<file path="config.mk">
export PLATFORM = sky130hd
export DESIGN_NAME = complete_graph_transfer_sequencer
export DESIGN_NICKNAME = d
export VERILOG_FILES = /design/src/rtl/complete_graph_transfer_sequencer.sv
export SDC_FILE = /design/constraint.sdc
export NUM_CORES = 1
export LEC_CHECK = 0
export CORE_AREA = 3 3 99 101
export CTS_BUF_LIST = sky130_fd_sc_hd__clkbuf_8
export CTS_CLUSTER_DIAMETER = 200
export DETAILED_ROUTE_END_ITERATION = 8
export DIE_AREA = 0 0 102 104
export HOLD_SLACK_MARGIN = 0.03
export PLACE_DENSITY = 0.62
export SLEW_MARGIN = 10
export SYNTH_ARGS = -nofsm -noshare
export SYNTH_HDL_FRONTEND = slang
export SYNTH_SLANG_ARGS = --single-unit
</file>
<file path="constraint.sdc">
create_clock -name clk_i -period 5.33 [get_ports clk_i]
set_input_delay 0.533 -clock clk_i [delete_from_list [all_inputs] [get_ports clk_i]]
set_output_delay 0.533 -clock clk_i [all_outputs]
set_load 0.05 [all_outputs]
</file>
<file path="src/rtl/complete_graph_transfer_sequencer.sv">
// Request FIFO plus transfer FSM for the 16-port complete-graph channel netlist.
// Define FLUSH_PHASE_EN to add a dst-only drain phase between OPEN and DONE.
module complete_graph_transfer_sequencer #(
    parameter int unsigned N_PORTS      = 16,
    parameter int unsigned IDX_W        = 4,
    parameter int unsigned FIFO_DEPTH   = 4,
    parameter int unsigned HOLD_CYCLES  = 8,
    parameter int unsigned FLUSH_CYCLES = 4
) (
    input  logic               clk_i,
    input  logic               rst_i,
    input  logic               req_valid_i,
    output logic               req_ready_o,
    input  logic [IDX_W-1:0]   req_src_i,
    input  logic [IDX_W-1:0]   req_dst_i,
    output logic [N_PORTS-1:0] port_open_o,
    output logic [N_PORTS-1:0] port_dir_o,
    output logic               busy_o,
    output logic               done_pulse_o,
    output logic               err_pulse_o
);
    localparam int unsigned AW      = $clog2(FIFO_DEPTH);
    localparam int unsigned PTR_W   = AW + 1;
    localparam int unsigned MAX_CYC = (HOLD_CYCLES > FLUSH_CYCLES) ? HOLD_CYCLES : FLUSH_CYCLES;
    localparam int unsigned CNT_W   = $clog2(MAX_CYC) + 1;

    typedef struct packed {
        logic [IDX_W-1:0] src;
        logic [IDX_W-1:0] dst;
    } xfer_t;

    typedef enum logic [2:0] {
        S_IDLE,
        S_SETUP,
        S_OPEN,
`ifdef FLUSH_PHASE_EN
        S_FLUSH,
`endif
        S_DONE
    } state_t;

    state_t             state_q;
    logic [CNT_W-1:0]   cnt_q;
    logic [IDX_W-1:0]   src_q;
    logic [IDX_W-1:0]   dst_q;
    logic [N_PORTS-1:0] open_q;
    logic [N_PORTS-1:0] dir_q;
    logic               done_q;
    logic               busy_q;
    logic               err_q;
    logic               ready_q;

    xfer_t              mem_q [FIFO_DEPTH];
    logic [PTR_W-1:0]   wr_ptr_q;
    logic [PTR_W-1:0]   wr_ptr_d;
    logic [PTR_W-1:0]   rd_ptr_q;
    logic [PTR_W-1:0]   rd_ptr_d;
    logic               empty_w;
    logic               accept_w;
    logic               bad_w;
    logic               push_w;
    logic               pop_w;
    xfer_t              head_w;

    function automatic logic [N_PORTS-1:0] onehot(input logic [IDX_W-1:0] idx);
        return N_PORTS'(1) << idx;
    endfunction

    assign empty_w  = (wr_ptr_q == rd_ptr_q);
    assign accept_w = req_valid_i && ready_q;
    assign head_w   = mem_q[rd_ptr_q[AW-1:0]];

    // Rejected requests still complete the handshake but never reach the FIFO.
    always_comb begin
        bad_w    = (req_src_i == req_dst_i)
                || ((IDX_W+1)'(req_src_i) >= (IDX_W+1)'(N_PORTS))
                || ((IDX_W+1)'(req_dst_i) >= (IDX_W+1)'(N_PORTS));
        push_w   = accept_w && !bad_w;
        pop_w    = ((state_q == S_IDLE) || (state_q == S_DONE)) && !empty_w;
        wr_ptr_d = wr_ptr_q + PTR_W'(push_w);
        rd_ptr_d = rd_ptr_q + PTR_W'(pop_w);
    end

    always_ff @(posedge clk_i) begin
        if (push_w) begin
            mem_q[wr_ptr_q[AW-1:0]] <= {req_src_i, req_dst_i};
        end
    end

    // Ready is precomputed from the next pointers so it is a pure register.
    always_ff @(posedge clk_i) begin
        if (rst_i) begin
            wr_ptr_q <= '0;
            rd_ptr_q <= '0;
            ready_q  <= 1'b1;
            err_q    <= 1'b0;
        end else begin
            wr_ptr_q <= wr_ptr_d;
            rd_ptr_q <= rd_ptr_d;
            ready_q  <= ((wr_ptr_d - rd_ptr_d) != PTR_W'(FIFO_DEPTH));
            err_q    <= accept_w && bad_w;
        end
    end

    always_ff @(posedge clk_i) begin
        if (rst_i) begin
            state_q <= S_IDLE;
            cnt_q   <= '0;
            src_q   <= '0;
            dst_q   <= '0;
            open_q  <= '0;
            dir_q   <= '0;
            done_q  <= 1'b0;
            busy_q  <= 1'b0;
        end else begin
            done_q <= 1'b0;
            unique case (state_q)
                S_IDLE: begin
                    if (pop_w) begin
                        state_q <= S_SETUP;
                        src_q   <= head_w.src;
                        dst_q   <= head_w.dst;
                        busy_q  <= 1'b1;
                    end else begin
                        busy_q  <= push_w;
                    end
                end
                S_SETUP: begin
                    state_q <= S_OPEN;
                    cnt_q   <= CNT_W'(HOLD_CYCLES - 1);
                    open_q  <= onehot(src_q) | onehot(dst_q);
                    dir_q   <= onehot(src_q);
                end
                S_OPEN: begin
                    if (cnt_q == '0) begin
`ifdef FLUSH_PHASE_EN
                        state_q <= S_FLUSH;
                        cnt_q   <= CNT_W'(FLUSH_CYCLES - 1);
                        open_q  <= onehot(dst_q);
                        dir_q   <= '0;
`else
                        state_q <= S_DONE;
                        open_q  <= '0;
                        dir_q   <= '0;
                        done_q  <= 1'b1;
`endif
                    end else begin
                        cnt_q <= cnt_q - CNT_W'(1);
                    end
                end
`ifdef FLUSH_PHASE_EN
                S_FLUSH: begin
                    if (cnt_q == '0) begin
                        state_q <= S_DONE;
                        open_q  <= '0;
                        dir_q   <= '0;
                        done_q  <= 1'b1;
                    end else begin
                        cnt_q <= cnt_q - CNT_W'(1);
                    end
                end
`endif
                S_DONE: begin
                    if (pop_w) begin
                        state_q <= S_SETUP;
                        src_q   <= head_w.src;
                        dst_q   <= head_w.dst;
                        busy_q  <= 1'b1;
                    end else begin
                        state_q <= S_IDLE;
                        busy_q  <= push_w;
                    end
                end
                default: state_q <= S_IDLE;
            endcase
        end
    end

    assign req_ready_o  = ready_q;
    assign port_open_o  = open_q;
    assign port_dir_o   = dir_q;
    assign busy_o       = busy_q;
    assign done_pulse_o = done_q;
    assign err_pulse_o  = err_q;

endmodule

</file>
==> run metrics <==
CP Class=flop to flop; placed wire-length estimate=4920 um; run status=completed; clk_lat worst skew=0.35 ns; via count of the first global-routing pass=between 2000 and 2500; most common cell after layout, fill and taps aside=sky130_fd_sc_hd__dfxtp_1; clock slew at the register clock pins of the worst setup and hold paths=0.09 ns; number of sinks driven by the clock tree=88; Synth Cell Area=3610 sq um; power per standard cell area=between 400 and 500 nW/um^2; final setup violation count=0; Reg2Reg Depth=10; pin count of the biggest net entering global routing=58; layout filler cell count=881; unrepaired setup endpoints after global routing=false; maximum net fanout on the critical path=10; transition time at the pin with the least slew margin=1.17 ns; remaining routing DRC violations=0; FF/Latch Area=between 2000 and 2500 sq um; commonest non-fill, non-tap cells in the layout=56 x sky130_fd_sc_hd__dfxtp_1, 45 x sky130_fd_sc_hd__clkdlybuf4s50_1, 40 x sky130_fd_sc_hd__nand2_1; share of layout cells above drive strength 1=0.0960; worst-case clock skew=0.0147 ns; DIE AREA=10600 sq um; DR vias=2404; Yosys top cell by area=sky130_fd_sc_hd__dfxtp_1; I/O pin cnt=47; Std-Cell Core Area=9110 sq um; required arrival time at the worst endpoint=5.56 ns; # diodes=0; buffers inserted during post-CTS setup optimization=0; count of buffers inserted at the top-level ports=46; total leakage power=1.46 nW; CTS Buf Count=9; initial core utilization=0.396; WHS Path Cells=2; worst path arrival time=3.39 ns; Pre-Repair DR Iteration Count=4; setup TNS=0 ns; hold buffers post-CTS=0; Max Cap Violations=0; final-report hold violation count=0; total wirelength of the detailed-routed design=7110 um; number of gates resized after cts=0; number of standard-cell rows in the floorplan=35; Tcrit/Tclk final=0.594; final period demand of the worst path=between 3 and 4 ns; routed length per placed instance=15.3 um; remaining number of nets flagged by the antenna check after routing=0; Yosys warning total=0; CP Capture Type=flop; area share of the largest cell type after synthesis=0.311; Synth cell types=41; Die Wd=a little over 100 um; Final nets=371; top achievable clock speed=between 300 and 400 MHz; iteration-0 DRC count of the detailed router=98; synth top area cells=sky130_fd_sc_hd__dfxtp_1 31%, sky130_fd_sc_hd__edfxtp_1 27%, sky130_fd_sc_hd__mux4_2 5.0%; via/cell ratio=around 5.2; flops & latches, synth=88; GRT Resource Usage Total=0.139; Max VDD drop=0.000185 V; CTS tree=yes; path class of the lowest-slack min-delay path=flop to flop; area growth from synthesis to final layout=19.5%; headroom to the max-slew limit=0.214; area of combinational cells with multiple inputs=1400 sq um; Mean Syn Cell Area=11.8 sq um; number of pins with negative max-slew slack in the final report=0; final RePlAce weighted congestion=0.765; grt ovf=0; number of nets in the synthesized netlist=327; kind of start point of the critical path=flop; Power, Total=around 2.1 mW; worst slack on hold paths=about 0.46 ns; global-route wire length before repair=11700 um; synthesized instance count=305; H-tree level count=3; cell chosen for the clock root=sky130_fd_sc_hd__clkbuf_8; Die Y=between 100 and 150 um; proportion of synthesized chip area in sequential cells=0.577; number of antenna violations at the first check in global routing=0; Max clock buf depth=2
state kept, by name (all words and copies together) (netlist names):
signal and cells:
mem_q 32, port_dir_o 16, port_open_o 16, cnt_q 4, dst_q 4, src_q 4, rd_ptr_q 3, wr_ptr_q 3
state_q 2, busy_o 1, done_pulse_o 1, err_pulse_o 1, req_ready_o 1
worst paths after layout:
check | from | endpoint | slack [ns]
setup / recovery | rd_ptr_q[0] | req_ready_o | 2.17
hold / removal | port_dir_o[5] | port_dir_o[5] | 0.46
setup reg to reg | rd_ptr_q[0] | req_ready_o | 2.17
hold reg to reg | port_dir_o[5] | port_dir_o[5] | 0.46
metal layers:
layer  vias up  GRT usage  wire, um
li1       1198          -         -
met1      1139      0.192      3310
met2        61      0.215      3350
met3         6     0.0429       394
met4         0     0.0309        55
met5         -          0         0
worst max-delay path, cell delays in order, from the launching register on:
cell	delay (ns)
sky130_fd_sc_hd__dfxtp_1	0.73
sky130_fd_sc_hd__xnor2_1	0.22
sky130_fd_sc_hd__a31oi_1	0.87
sky130_fd_sc_hd__ha_1	0.31
sky130_fd_sc_hd__ha_1	0.23
sky130_fd_sc_hd__inv_1	0.07
sky130_fd_sc_hd__ha_1	0.14
sky130_fd_sc_hd__nor2b_1	0.05
sky130_fd_sc_hd__xnor2_1	0.19
sky130_fd_sc_hd__xnor2_1	0.14
sky130_fd_sc_hd__nand4b_1	0.09
Yosys cell counts:
master,instances
sky130_fd_sc_hd__a31oi_4,1
sky130_fd_sc_hd__buf_6,6
sky130_fd_sc_hd__nand3_1,8
sky130_fd_sc_hd__a22oi_1,11
sky130_fd_sc_hd__and3b_1,1
sky130_fd_sc_hd__nor2b_1,7
sky130_fd_sc_hd__o211a_1,1
sky130_fd_sc_hd__a21boi_1,1
sky130_fd_sc_hd__nor3b_2,4
sky130_fd_sc_hd__a211oi_1,2
sky130_fd_sc_hd__mux2i_1,9
sky130_fd_sc_hd__a21oi_2,1
sky130_fd_sc_hd__clkbuf_1,6
sky130_fd_sc_hd__mux4_2,8
sky130_fd_sc_hd__a21oi_1,26
sky130_fd_sc_hd__a41oi_1,2
sky130_fd_sc_hd__dfxtp_1,56
sky130_fd_sc_hd__buf_4,2
sky130_fd_sc_hd__a31oi_1,8
sky130_fd_sc_hd__edfxtp_1,32
sky130_fd_sc_hd__nand4_1,1
sky130_fd_sc_hd__and3_1,2
sky130_fd_sc_hd__nor3_1,8
sky130_fd_sc_hd__and2_1,2
sky130_fd_sc_hd__a32oi_1,1
sky130_fd_sc_hd__nand2b_1,1
sky130_fd_sc_hd__o21a_1,1
sky130_fd_sc_hd__nor2_1,18
sky130_fd_sc_hd__inv_1,6
sky130_fd_sc_hd__nor4_1,2
sky130_fd_sc_hd__or3_1,1
sky130_fd_sc_hd__xnor2_1,11
sky130_fd_sc_hd__o32ai_2,1
sky130_fd_sc_hd__and2b_1,1
sky130_fd_sc_hd__a211o_1,1
sky130_fd_sc_hd__nor3b_1,1
sky130_fd_sc_hd__nand2b_4,1
sky130_fd_sc_hd__nand4b_1,2
sky130_fd_sc_hd__nor2b_2,1
sky130_fd_sc_hd__nand2_1,40
sky130_fd_sc_hd__ha_1,11
power by group:
part	internal, mW	leakage, nW	switching (mW)
Sequential	0.809	0.748	0.112
Clock	0.242	0.107	0.231
Combinational	0.299	0.602	0.429
layout make-up:
cell class	instances	share of cell area
clock buffers	11	0.0351
well taps	111	0.0322
clock inverters	5	0.0131
repair buffers	47	0.107
flip-flops and latches	88	0.483
multi-input cells	197	0.325
inverters	6	0.00522
cell families (layout without fill, tap and decap cells):
| family | after synthesis | after routing | share of synthesized area |
|---|---|---|---|
| DFF | 88 | 88 | 0.577 |
| AOI/OAI and AO/OA | 57 | 57 | 0.106 |
| xor gates and xnor gates | 11 | 11 | 0.0267 |
| buffers and inverters | 20 | 69 | 0.0354 |
| and+or+nand+nor | 101 | 101 | 0.142 |
| adders and majority gates | 11 | 11 | 0.0381 |
| muxes | 17 | 17 | 0.0749 |
metrics by stage:
stage / instances / instance area (sq um) / setup slack, ns / util
final: 465 / 4310 / 2.17 / 0.474
after floorplan: 305 / 3610 / 3.06 / -
after detailed placement: 449 / 4110 / 2.15 / 0.451
after CTS: 465 / 4310 / 2.13 / 0.474
after global routing: 465 / 4310 / 1.78 / 0.474
after global placement: 449 / 4110 / 2.27 / 0.451
(Power assumes the default switching activity.)
